[src/rtl/pipearch_fifobram_pkg.sv]
// Shared mode encoding and decode helpers for the multi-channel FIFO/BRAM block.
package pipearch_fifobram_pkg;

  typedef enum logic [1:0] {
    NONE = 2'b00,
    BRAM = 2'b01,
    FIFO = 2'b10,
    BOTH = 2'b11
  } t_fifobram_mode;

  // Random-access transfer (addressed write or addressed read).
  function automatic logic is_bram(input logic [1:0] mode);
    return t_fifobram_mode'(mode) == BRAM;
  endfunction

  // Write side: both FIFO and BOTH push at the write pointer.
  function automatic logic is_push(input logic [1:0] mode);
    return (t_fifobram_mode'(mode) == FIFO) || (t_fifobram_mode'(mode) == BOTH);
  endfunction

  // Read side: only FIFO pops; BOTH is a no-op on reads.
  function automatic logic is_pop(input logic [1:0] mode);
    return t_fifobram_mode'(mode) == FIFO;
  endfunction

endpackage

[src/rtl/fifobram_channel.sv]
// One channel: a DEPTH x WIDTH block RAM usable as random-access memory or as a
// circular FIFO, with sticky overflow/underflow and a 1- or 2-stage read pipe.
module fifobram_channel
  import pipearch_fifobram_pkg::*;
#(
  parameter int WIDTH        = 32,
  parameter int LOG2_DEPTH   = 5,
  parameter int AF_MARGIN    = 4,
  parameter int READ_LATENCY = 1
) (
  input  logic                  clk,
  input  logic                  reset,
  input  logic                  we,
  input  logic [LOG2_DEPTH-1:0] waddr,
  input  logic [WIDTH-1:0]      wdata,
  input  logic [1:0]            wfifobram,
  input  logic                  flush,
  input  logic                  re,
  input  logic [LOG2_DEPTH-1:0] raddr,
  input  logic [1:0]            rfifobram,
  output logic [WIDTH-1:0]      rdata,
  output logic                  rvalid,
  output logic                  almostfull,
  output logic                  empty,
  output logic                  overflow,
  output logic                  underflow,
  output logic [LOG2_DEPTH:0]   count
);

  localparam int CW = LOG2_DEPTH + 1;
  localparam int DEPTH = 2 ** LOG2_DEPTH;
  localparam logic [CW-1:0] FULL_LEVEL = CW'(DEPTH);
  localparam logic [CW-1:0] AF_LEVEL   = CW'(DEPTH - AF_MARGIN);

  logic [LOG2_DEPTH-1:0] wptr_q, wptr_d, rptr_q, rptr_d;
  logic [CW-1:0]         count_q, count_d;
  logic                  ovf_q, ovf_d, udf_q, udf_d;

  logic                  push_req, pop_req, push_ok, pop_ok;
  logic                  mem_we, mem_re;
  logic [LOG2_DEPTH-1:0] mem_waddr, mem_raddr;

  // NOTE: every signal gets a default at the top of always_comb so no path leaves it unassigned (no latch).
  always_comb begin
    push_req  = we && is_push(wfifobram) && !flush;
    pop_req   = re && is_pop(rfifobram) && !flush;
    pop_ok    = pop_req && (count_q != '0);
    // A pop in the same cycle frees the slot, so a push at full still lands.
    push_ok   = push_req && ((count_q != FULL_LEVEL) || pop_ok);
    mem_we    = (we && is_bram(wfifobram)) || push_ok;
    mem_waddr = push_ok ? wptr_q : waddr;
    mem_re    = (re && is_bram(rfifobram)) || pop_ok;
    mem_raddr = pop_ok ? rptr_q : raddr;

    wptr_d  = wptr_q;
    rptr_d  = rptr_q;
    count_d = count_q;
    ovf_d   = ovf_q || (push_req && !push_ok);
    udf_d   = udf_q || (pop_req && !pop_ok);
    if (push_ok) wptr_d = wptr_q + LOG2_DEPTH'(1);
    if (pop_ok)  rptr_d = rptr_q + LOG2_DEPTH'(1);
    if (push_ok && !pop_ok) count_d = count_q + CW'(1);
    if (pop_ok && !push_ok) count_d = count_q - CW'(1);
    if (flush) begin
      wptr_d  = '0;
      rptr_d  = '0;
      count_d = '0;
      ovf_d   = 1'b0;
      udf_d   = 1'b0;
    end
  end

  // NOTE: sequential state uses non-blocking assignments so every register samples pre-edge values.
  always_ff @(posedge clk) begin
    if (reset) begin
      wptr_q  <= '0;
      rptr_q  <= '0;
      count_q <= '0;
      ovf_q   <= 1'b0;
      udf_q   <= 1'b0;
    end else begin
      wptr_q  <= wptr_d;
      rptr_q  <= rptr_d;
      count_q <= count_d;
      ovf_q   <= ovf_d;
      udf_q   <= udf_d;
    end
  end

  logic [WIDTH-1:0] mem [DEPTH];
  logic [WIDTH-1:0] rd1_q;
  logic             v1_q;

  // NOTE: storage and its read register carry no reset so they map onto block RAM;
  // reading and writing in one block gives read-first behaviour on address collisions.
  always_ff @(posedge clk) begin
    if (mem_we) mem[mem_waddr] <= wdata;
    if (mem_re) rd1_q <= mem[mem_raddr];
  end

  always_ff @(posedge clk) begin
    if (reset) v1_q <= 1'b0;
    else       v1_q <= mem_re;
  end

  if (READ_LATENCY == 2) begin : g_lat2
    logic             v2_q;
    logic [WIDTH-1:0] rd2_q;

    always_ff @(posedge clk) begin
      if (reset) v2_q <= 1'b0;
      else       v2_q <= v1_q;
    end

    always_ff @(posedge clk) rd2_q <= rd1_q;

    assign rvalid = v2_q;
    assign rdata  = rd2_q;
  end else begin : g_lat1
    assign rvalid = v1_q;
    assign rdata  = rd1_q;
  end

  assign count      = count_q;
  assign empty      = (count_q == '0);
  assign almostfull = (count_q >= AF_LEVEL);
  assign overflow   = ovf_q;
  assign underflow  = udf_q;

endmodule

[src/rtl/fifobram_mc.sv]
// NUM_CH independent FIFO/BRAM channels; every bus is packed with channel c at [c*W +: W].
module fifobram_mc #(
  parameter int WIDTH        = 32,
  parameter int LOG2_DEPTH   = 5,
  parameter int NUM_CH       = 2,
  parameter int AF_MARGIN    = 4,
  parameter int READ_LATENCY = 1
) (
  input  logic                             clk,
  input  logic                             reset,
  input  logic [NUM_CH-1:0]                we,
  input  logic [NUM_CH*LOG2_DEPTH-1:0]     waddr,
  input  logic [NUM_CH*WIDTH-1:0]          wdata,
  input  logic [NUM_CH*2-1:0]              wfifobram,
  input  logic [NUM_CH-1:0]                flush,
  input  logic [NUM_CH-1:0]                re,
  input  logic [NUM_CH*LOG2_DEPTH-1:0]     raddr,
  input  logic [NUM_CH*2-1:0]              rfifobram,
  output logic [NUM_CH*WIDTH-1:0]          rdata,
  output logic [NUM_CH-1:0]                rvalid,
  output logic [NUM_CH-1:0]                almostfull,
  output logic [NUM_CH-1:0]                empty,
  output logic [NUM_CH-1:0]                overflow,
  output logic [NUM_CH-1:0]                underflow,
  output logic [NUM_CH*(LOG2_DEPTH+1)-1:0] count
);

  localparam int CW = LOG2_DEPTH + 1;

  for (genvar c = 0; c < NUM_CH; c++) begin : g_ch
    fifobram_channel #(
      .WIDTH       (WIDTH),
      .LOG2_DEPTH  (LOG2_DEPTH),
      .AF_MARGIN   (AF_MARGIN),
      .READ_LATENCY(READ_LATENCY)
    ) u_channel (
      .clk       (clk),
      .reset     (reset),
      .we        (we[c]),
      .waddr     (waddr[c*LOG2_DEPTH +: LOG2_DEPTH]),
      .wdata     (wdata[c*WIDTH +: WIDTH]),
      .wfifobram (wfifobram[c*2 +: 2]),
      .flush     (flush[c]),
      .re        (re[c]),
      .raddr     (raddr[c*LOG2_DEPTH +: LOG2_DEPTH]),
      .rfifobram (rfifobram[c*2 +: 2]),
      .rdata     (rdata[c*WIDTH +: WIDTH]),
      .rvalid    (rvalid[c]),
      .almostfull(almostfull[c]),
      .empty     (empty[c]),
      .overflow  (overflow[c]),
      .underflow (underflow[c]),
      .count     (count[c*CW +: CW])
    );
  end

endmodule

[config.mk]
export PLATFORM = sky130hd
export DESIGN_NAME = fifobram_mc
export DESIGN_NICKNAME = d
export VERILOG_FILES = /design/src/rtl/pipearch_fifobram_pkg.sv /design/src/rtl/fifobram_channel.sv /design/src/rtl/fifobram_mc.sv
export SDC_FILE = /design/constraint.sdc
export NUM_CORES = 2
export LEC_CHECK = 0
export BUFFER_PORTS_ARGS = -buffer_cell sky130_fd_sc_hd__buf_4
export CORE_AREA = 8 8 395 397
export DETAILED_ROUTE_END_ITERATION = 10
export DIE_AREA = 0 0 403 405
export HOLD_SLACK_MARGIN = 0.15
export PLACE_DENSITY = 0.75
export SLEW_MARGIN = 20
export SYNTH_ARGS = -nofsm -noshare
export SYNTH_HDL_FRONTEND = slang
export SYNTH_SLANG_ARGS = --single-unit
export TNS_END_PERCENT = 30
[constraint.sdc]
create_clock -name clk -period 4.3 [get_ports clk]
set_clock_uncertainty 0.1 [all_clocks]
set_input_delay 0.86 -clock clk [delete_from_list [all_inputs] [get_ports clk]]
set_output_delay 0.86 -clock clk [all_outputs]
set_load 0.02 [all_outputs]
---- Yosys cells after proc, flatten, opt, wreduce, memory -nomap -nowiden ----
Memory sizes are Yosys's and may differ from the RTL's. A register that Yosys moved wholly into a read port is not among the register bits.
Index checks and enable logic that the tools add are counted.
storage, ports and cells
  register bits after elaboration ......... 38
  memory bits (writable) .................. 2,048
  logic and storage cells ................. 98
  memories kept ........................... 2
  input port bits ......................... 100
  output and inout bits ................... 86
memory list
  name                   depth  width  read ports  clocked after memory_dff  write ports  RTL line                RTL
  g_ch[0].u_channel.mem  32     32     1           1                         1            fifobram_channel.sv:90  logic [WIDTH-1:0] mem [DEPTH];
  g_ch[1].u_channel.mem  32     32     1           1                         1            fifobram_channel.sv:90
cells by class
  add/subtract/negate cells ............... 8
  equal/unequal tests ..................... 12
  reduce and logical (&&, ||, !) cells .... 50
  mux-type cells .......................... 12
  order comparisons ....................... 2
operators with widths
  operator               count
  $logic_and A1 B1 Y1    24
  $mux W6                4
  $add A5 B1 Y5 const B  4
  $mux W5                4
  $add A6 B1 Y6 const B  2
  $eq A2 B2 Y1 const B   6
  $ge A6 B5 Y1 const B   2
  $logic_not A6 Y1       2
  $logic_or A1 B1 Y1     12
  $ne A6 B6 Y1 const B   2
  $reduce_bool A6 Y1     2
  $sub A6 B1 Y6 const B  2
  $eq A2 B1 Y1 const B   4
  $logic_not A1 Y1       6
  $mux W1                4
  $reduce_bool A2 Y1     2
  $reduce_or A2 Y1       2

---- Logic depth before layout (Yosys ltp) ----
  depth in word-level cells ............... 9
  gate-level depth with buffers ........... 12
  depth with buffers taken out ............ 11

---- Modules after synthesis ----
A second synthesis with hierarchy kept.
second synthesis, totals
  cells, all modules ...................... 5,287
  area, all modules ....................... 83,502.6 um2
by module, submodules not included
  module                                 cells each  instances  area an instance (um2)  sequential area each (um2)
  fifobram_channel at g_ch[0].u_channel  2,644       1          41,752.5                32,090.8
  fifobram_channel at g_ch[1].u_channel  2,643       1          41,750.0                32,090.8

---- Worst setup path before layout ----
OpenSTA, ideal clock, no wires.
  path type ............................... input to register
  from .................................... input port rfifobram[0]
  to ...................................... memory g_ch[0].u_channel.mem[16][0] (enable)
  buffers on the path ..................... 1
  required time ........................... 3.779 ns
  path slack .............................. -0.147 ns
  setup time .............................. 0.421 ns
  arrival time ............................ 3.925 ns
  stages .................................. 8
  path through ............................ and4bb_2 > nor4b_1 > nor3_1 > clkbuf_1 > nand3b_1 > o21ai_0 > nand2_1 > nor2_1
on the way
  word-level cells in the longest chain between the ends .. 9
  elaborated cells between the ends (all ways) .. 10
  classes of those cells .................. eq/ne (1); mux (3); reduce/logical (6)
RTL lines
  item                                 RTL line                     RTL
  start: declaration                   fifobram_mc.sv:18            input logic [NUM_CH*2-1:0] rfifobram,
  $eq A2 B2 Y1 *                       pipearch_fifobram_pkg.sv:23  return t_fifobram_mode'(mode) == FIFO;
  $logic_and A1 B1 Y1 * (2 in series)  fifobram_channel.sv:46       pop_req = re && is_pop(rfifobram) && !flush;
  $logic_and A1 B1 Y1 *                fifobram_channel.sv:47       pop_ok = pop_req && (count_q != '0);
  $logic_or A1 B1 Y1 *                 fifobram_channel.sv:49       push_ok = push_req && ((count_q != FULL_LEVEL) || pop_ok);
  $logic_and A1 B1 Y1 *                fifobram_channel.sv:49
  $logic_or A1 B1 Y1                   fifobram_channel.sv:50       mem_we = (we && is_bram(wfifobram)) || push_ok;
  $mux W1                              fifobram_channel.sv:97       if (mem_we) mem[mem_waddr] <= wdata;
  $mux W1 (implied by the code)        fifobram_channel.sv:97
  end: declaration                     fifobram_channel.sv:90
Every way passes the cells marked *; elsewhere a longest branch is shown, timed or not.

---- Final worst setup path ----
  from .................................... register g_ch[0].u_channel.count_q[0]
  to ...................................... register g_ch[0].u_channel.rd1_q[5] (read register of g_ch[0].u_channel.mem), data pin
on the way
  word-level cells in the longest chain between the ends .. 3
  elaborated cells between the ends (all ways) .. 4
  classes of those cells .................. mux (1); reduce/logical (3)
RTL lines
  item                                           RTL line                                        RTL
  start: declaration                             fifobram_channel.sv:36                          logic [CW-1:0] count_q, count_d;
  start signal: assignment                       fifobram_channel.sv:84                          count_q <= count_d;
  $reduce_bool A6 Y1 *                           fifobram_channel.sv:47
  $logic_and A1 B1 Y1 *                          fifobram_channel.sv:47
  $mux W5 or $logic_or A1 B1 Y1 (tied branches)  fifobram_channel.sv:53, fifobram_channel.sv:52
  end: declaration                               fifobram_channel.sv:91                          logic [WIDTH-1:0] rd1_q;
Marks and branches as above.
A chain may end at the register's enable or synchronous reset.

==> impl_metrics.json <==
{
  "outcome": "complete, no violations",
  "final_max_slew_viol_count": 0,
  "ctsResizeCount": 0,
  "drt_wl_total_um": 225000,
  "vias": 50800,
  "cp.required_ns": 4.93,
  "worstSetupEndpointType": "flop",
  "port_buffers": 185,
  "routed_via_density": 6.56,
  "antenna_found_initial": 11,
  "clockBufferDepth": 3,
  "dpl.hpwl_um": 128000,
  "crit_fanout": 39,
  "seq_area_frac_synth": 0.770,
  "grt_first_pass_wirelength_um": 326000,
  "power.internal_uw": 34000,
  "start_util": 0.559,
  "hold_violations": 0,
  "whs_ns": 0.278,
  "synth_area_um2": 83400,
  "fin_ws_ns": 0.294,
  "grt_pass1_vias": 49200,
  "period_share": 0.932,
  "max_freq_mhz": 250,
  "yosysTopAreaCellShare": 0.761,
  "p_sw_uw": 9620,
  "combinationalPowerShare": 0.059,
  "root_buffer": "clkbuf_16",
  "gp_congestion": 0.818,
  "layout_common_cells": "edfxtp_1 (2112), nand2_1 (676), a21oi_1 (529)",
  "relSlewSlack": 0.369,
  "rsz0062_at_grt": "false",
  "fillers": 9801,
  "gr-total-overflow": 0,
  "hp-start": "wdata[48]",
  "clockPowerShare": 0.410,
  "htree_levels": 4,
  "critPathKind": "reg -> reg",
  "tightest_slew_ns": 0.939,
  "layout.nets": 5742,
  "ys_top_cells_by_area": "edfxtp_1 (76%), mux2i_1 (5.5%), a22oi_1 (4.1%)",
  "synthArstFlopShare": 0,
  "fin_area_um2": 96300,
  "crit_path_start_kind": "flop",
  "r2r-start": "g_ch[0].u_channel.count[0]$_SDFFE_PP0P_",
  "ir_drop_uv": 387,
  "setup_viol_count_final": 0,
  "clkTransAtPathRegs_ns": 0.07,
  "post_drt_wl_per_cell_um": 29.1,
  "seqPwrFrac": 0.531,
  "syn_nets": 5413,
  "fin_crit_ns": 4.01,
  "ys_seq_elements": 2150,
  "die_height_um": 405,
  "post_cts_buffers": 0,
  "layout-drive-gt1-share": 0.151,
  "synth.distinct_cells": 45,
  "ant_nets": 0,
  "core_um2": 149000,
  "place_area_um2": 89500,
  "p_leak_uw": 0.0322,
  "die_w_um": 403,
  "switching_share": 0.220,
  "synth.avg_cell_area_um2": 15.7,
  "synth_flop_cell": "edfxtp_1",
  "startpoint": "g_ch[0].u_channel.count[0]$_SDFFE_PP0P_",
  "hp-class": "in -> reg",
  "clock_latency_ns": 0.88,
  "post-synth-top-area-cell": "edfxtp_1",
  "track_usage": 0.269,
  "syn_inst": 5299,
  "fp-row-count": 142,
  "drc": 0,
  "dp_slack_ns": 0.0968,
  "cts_buffers": 203,
  "critical_path_arrival_ns": 4.63,
  "powerDensity_nw_per_um2": 453,
  "drtIter0Drc": 7356,
  "grt_max_degree": 79,
  "synth_edf_count": 2112,
  "syn_to_final_growth_pct": 15.5,
  "drtPass1Iterations": 6,
  "ios": 186,
  "cts_tree": "yes",
  "ctsHoldBuffers": 1,
  "dieArea_um2": 163000,
  "yosysWarnings": 0,
  "cts.sinks": 2150,
  "maxCapViolations": 0,
  "final_common_cell": "edfxtp_1"
}
[registers in the layout, indices dropped and copies added (netlist names)]
| name | flops |
|---|---|
| g_ch.u_channel.wptr_q | 10 |
| g_ch.u_channel.count | 12 |
| g_ch.u_channel.overflow | 2 |
| g_ch.u_channel.rdata | 64 |
| g_ch.u_channel.rvalid | 2 |
| g_ch.u_channel.mem | 2048 |
| g_ch.u_channel.underflow | 2 |
| g_ch.u_channel.rptr_q | 10 |
[synthesized netlist by cell type, drive strengths merged, types with 3 or more instances]
| master | instances |
|---|---|
| o31ai | 3 |
| dfxtp | 38 |
| a32oi | 70 |
| a21o | 3 |
| nor4 | 66 |
| a22oi | 450 |
| o22ai | 257 |
| nand4 | 8 |
| nor2 | 121 |
| buf | 172 |
| mux2i | 462 |
| clkbuf | 187 |
| o21ai | 15 |
| a21oi | 529 |
| nand3 | 4 |
| nor3 | 9 |
| nand2 | 690 |
| ha | 12 |
| nand3b | 10 |
| a41oi | 3 |
| nor3b | 3 |
| xor2 | 18 |
| xnor2 | 8 |
| inv | 10 |
| edfxtp | 2112 |
| a31oi | 3 |
| or2 | 3 |
| nor2b | 3 |
| nand2b | 8 |
| mux2 | 3 |
[worst paths after layout]
kind	endpoint	slack, ns	cells after the start
worst max-delay path	g_ch[0].u_channel.rdata[5]$_DFFE_PP_	0.29	10
worst min-delay path	g_ch[1].u_channel.mem[10][16]$_DFFE_PP_	0.28	1
worst max register to register	g_ch[0].u_channel.rdata[5]$_DFFE_PP_	0.29	10
worst min register to register	g_ch[0].u_channel.underflow$_SDFF_PP0_	0.38	2
[area by class of cell]
type / count / area, µm² / share of cell area
Timing Repair Buffer: 483 / 4820 / 0.0500
Multi-Input combinational cell: 2780 / 18100 / 0.188
Tap cell: 1944 / 2430 / 0.0253
Inverter: 10 / 37.5 / 0.000390
Antenna cell: 10 / 25.0 / 0.000260
Sequential cell: 2150 / 64200 / 0.666
Clock buffer: 242 / 5230 / 0.0543
Clock inverter: 130 / 1510 / 0.0157
[stage by stage]
stage / utilization / cells / total power, µW / TNS, ns
6_report: 0.645 / 7749 / 43700 / 0
5_1_grt: 0.645 / 7744 / 44800 / 0
3_5_place_dp: 0.600 / 7366 / 26100 / 0
4_1_cts: 0.645 / 7739 / 43800 / 0
2_1_floorplan: - / 5299 / 25000 / -67.96
3_3_place_gp: 0.600 / 7366 / 26100 / 0
[critical path: stages, from the launching register on]
cell and delay, ns:
dfxtp_1 0.38, nor4_1 0.52, a21o_1 0.42, mux2i_4 0.68, buf_12 0.30, buf_4 0.23, a21oi_1 0.07, a22oi_1 0.21
o22ai_1 0.13, nor4_1 0.63, buf_4 0.22
[per-layer routing]
metal  track usage  part of all wire  up-vias
met4        0.0948             0.035       12
met3        0.0604              0.12      512
met2         0.423              0.47     3311
met5             0           0.00079        -
li1              -                 -    21500
met1         0.373              0.38    25500
[power groups by stage]
stage | sequential [µW] | combinational (µW) | clock, µW
2_1_floorplan | 23700 | 1390 | 0
3_3_place_gp | 23600 | 2440 | 0
3_5_place_dp | 23600 | 2510 | 0
4_1_cts | 23200 | 2530 | 18000
5_1_grt | 23200 | 2730 | 18800
6_report | 23200 | 2570 | 17900
[kinds of logic (layout without fill, tap and decap cells)]
family | count (synthesis) | count (layout) | synth area share
other cells | 0 | 10 | 0
xor+xnor | 26 | 26 | 0.00273
buf+inv | 369 | 865 | 0.0210
simple gates | 935 | 935 | 0.0463
flops | 2150 | 2150 | 0.770
compound gates | 1340 | 1340 | 0.102
fa+ha+maj | 14 | 14 | 0.00228
mux | 465 | 465 | 0.0560
No activity file was read; power rests on OpenSTA's default activity.
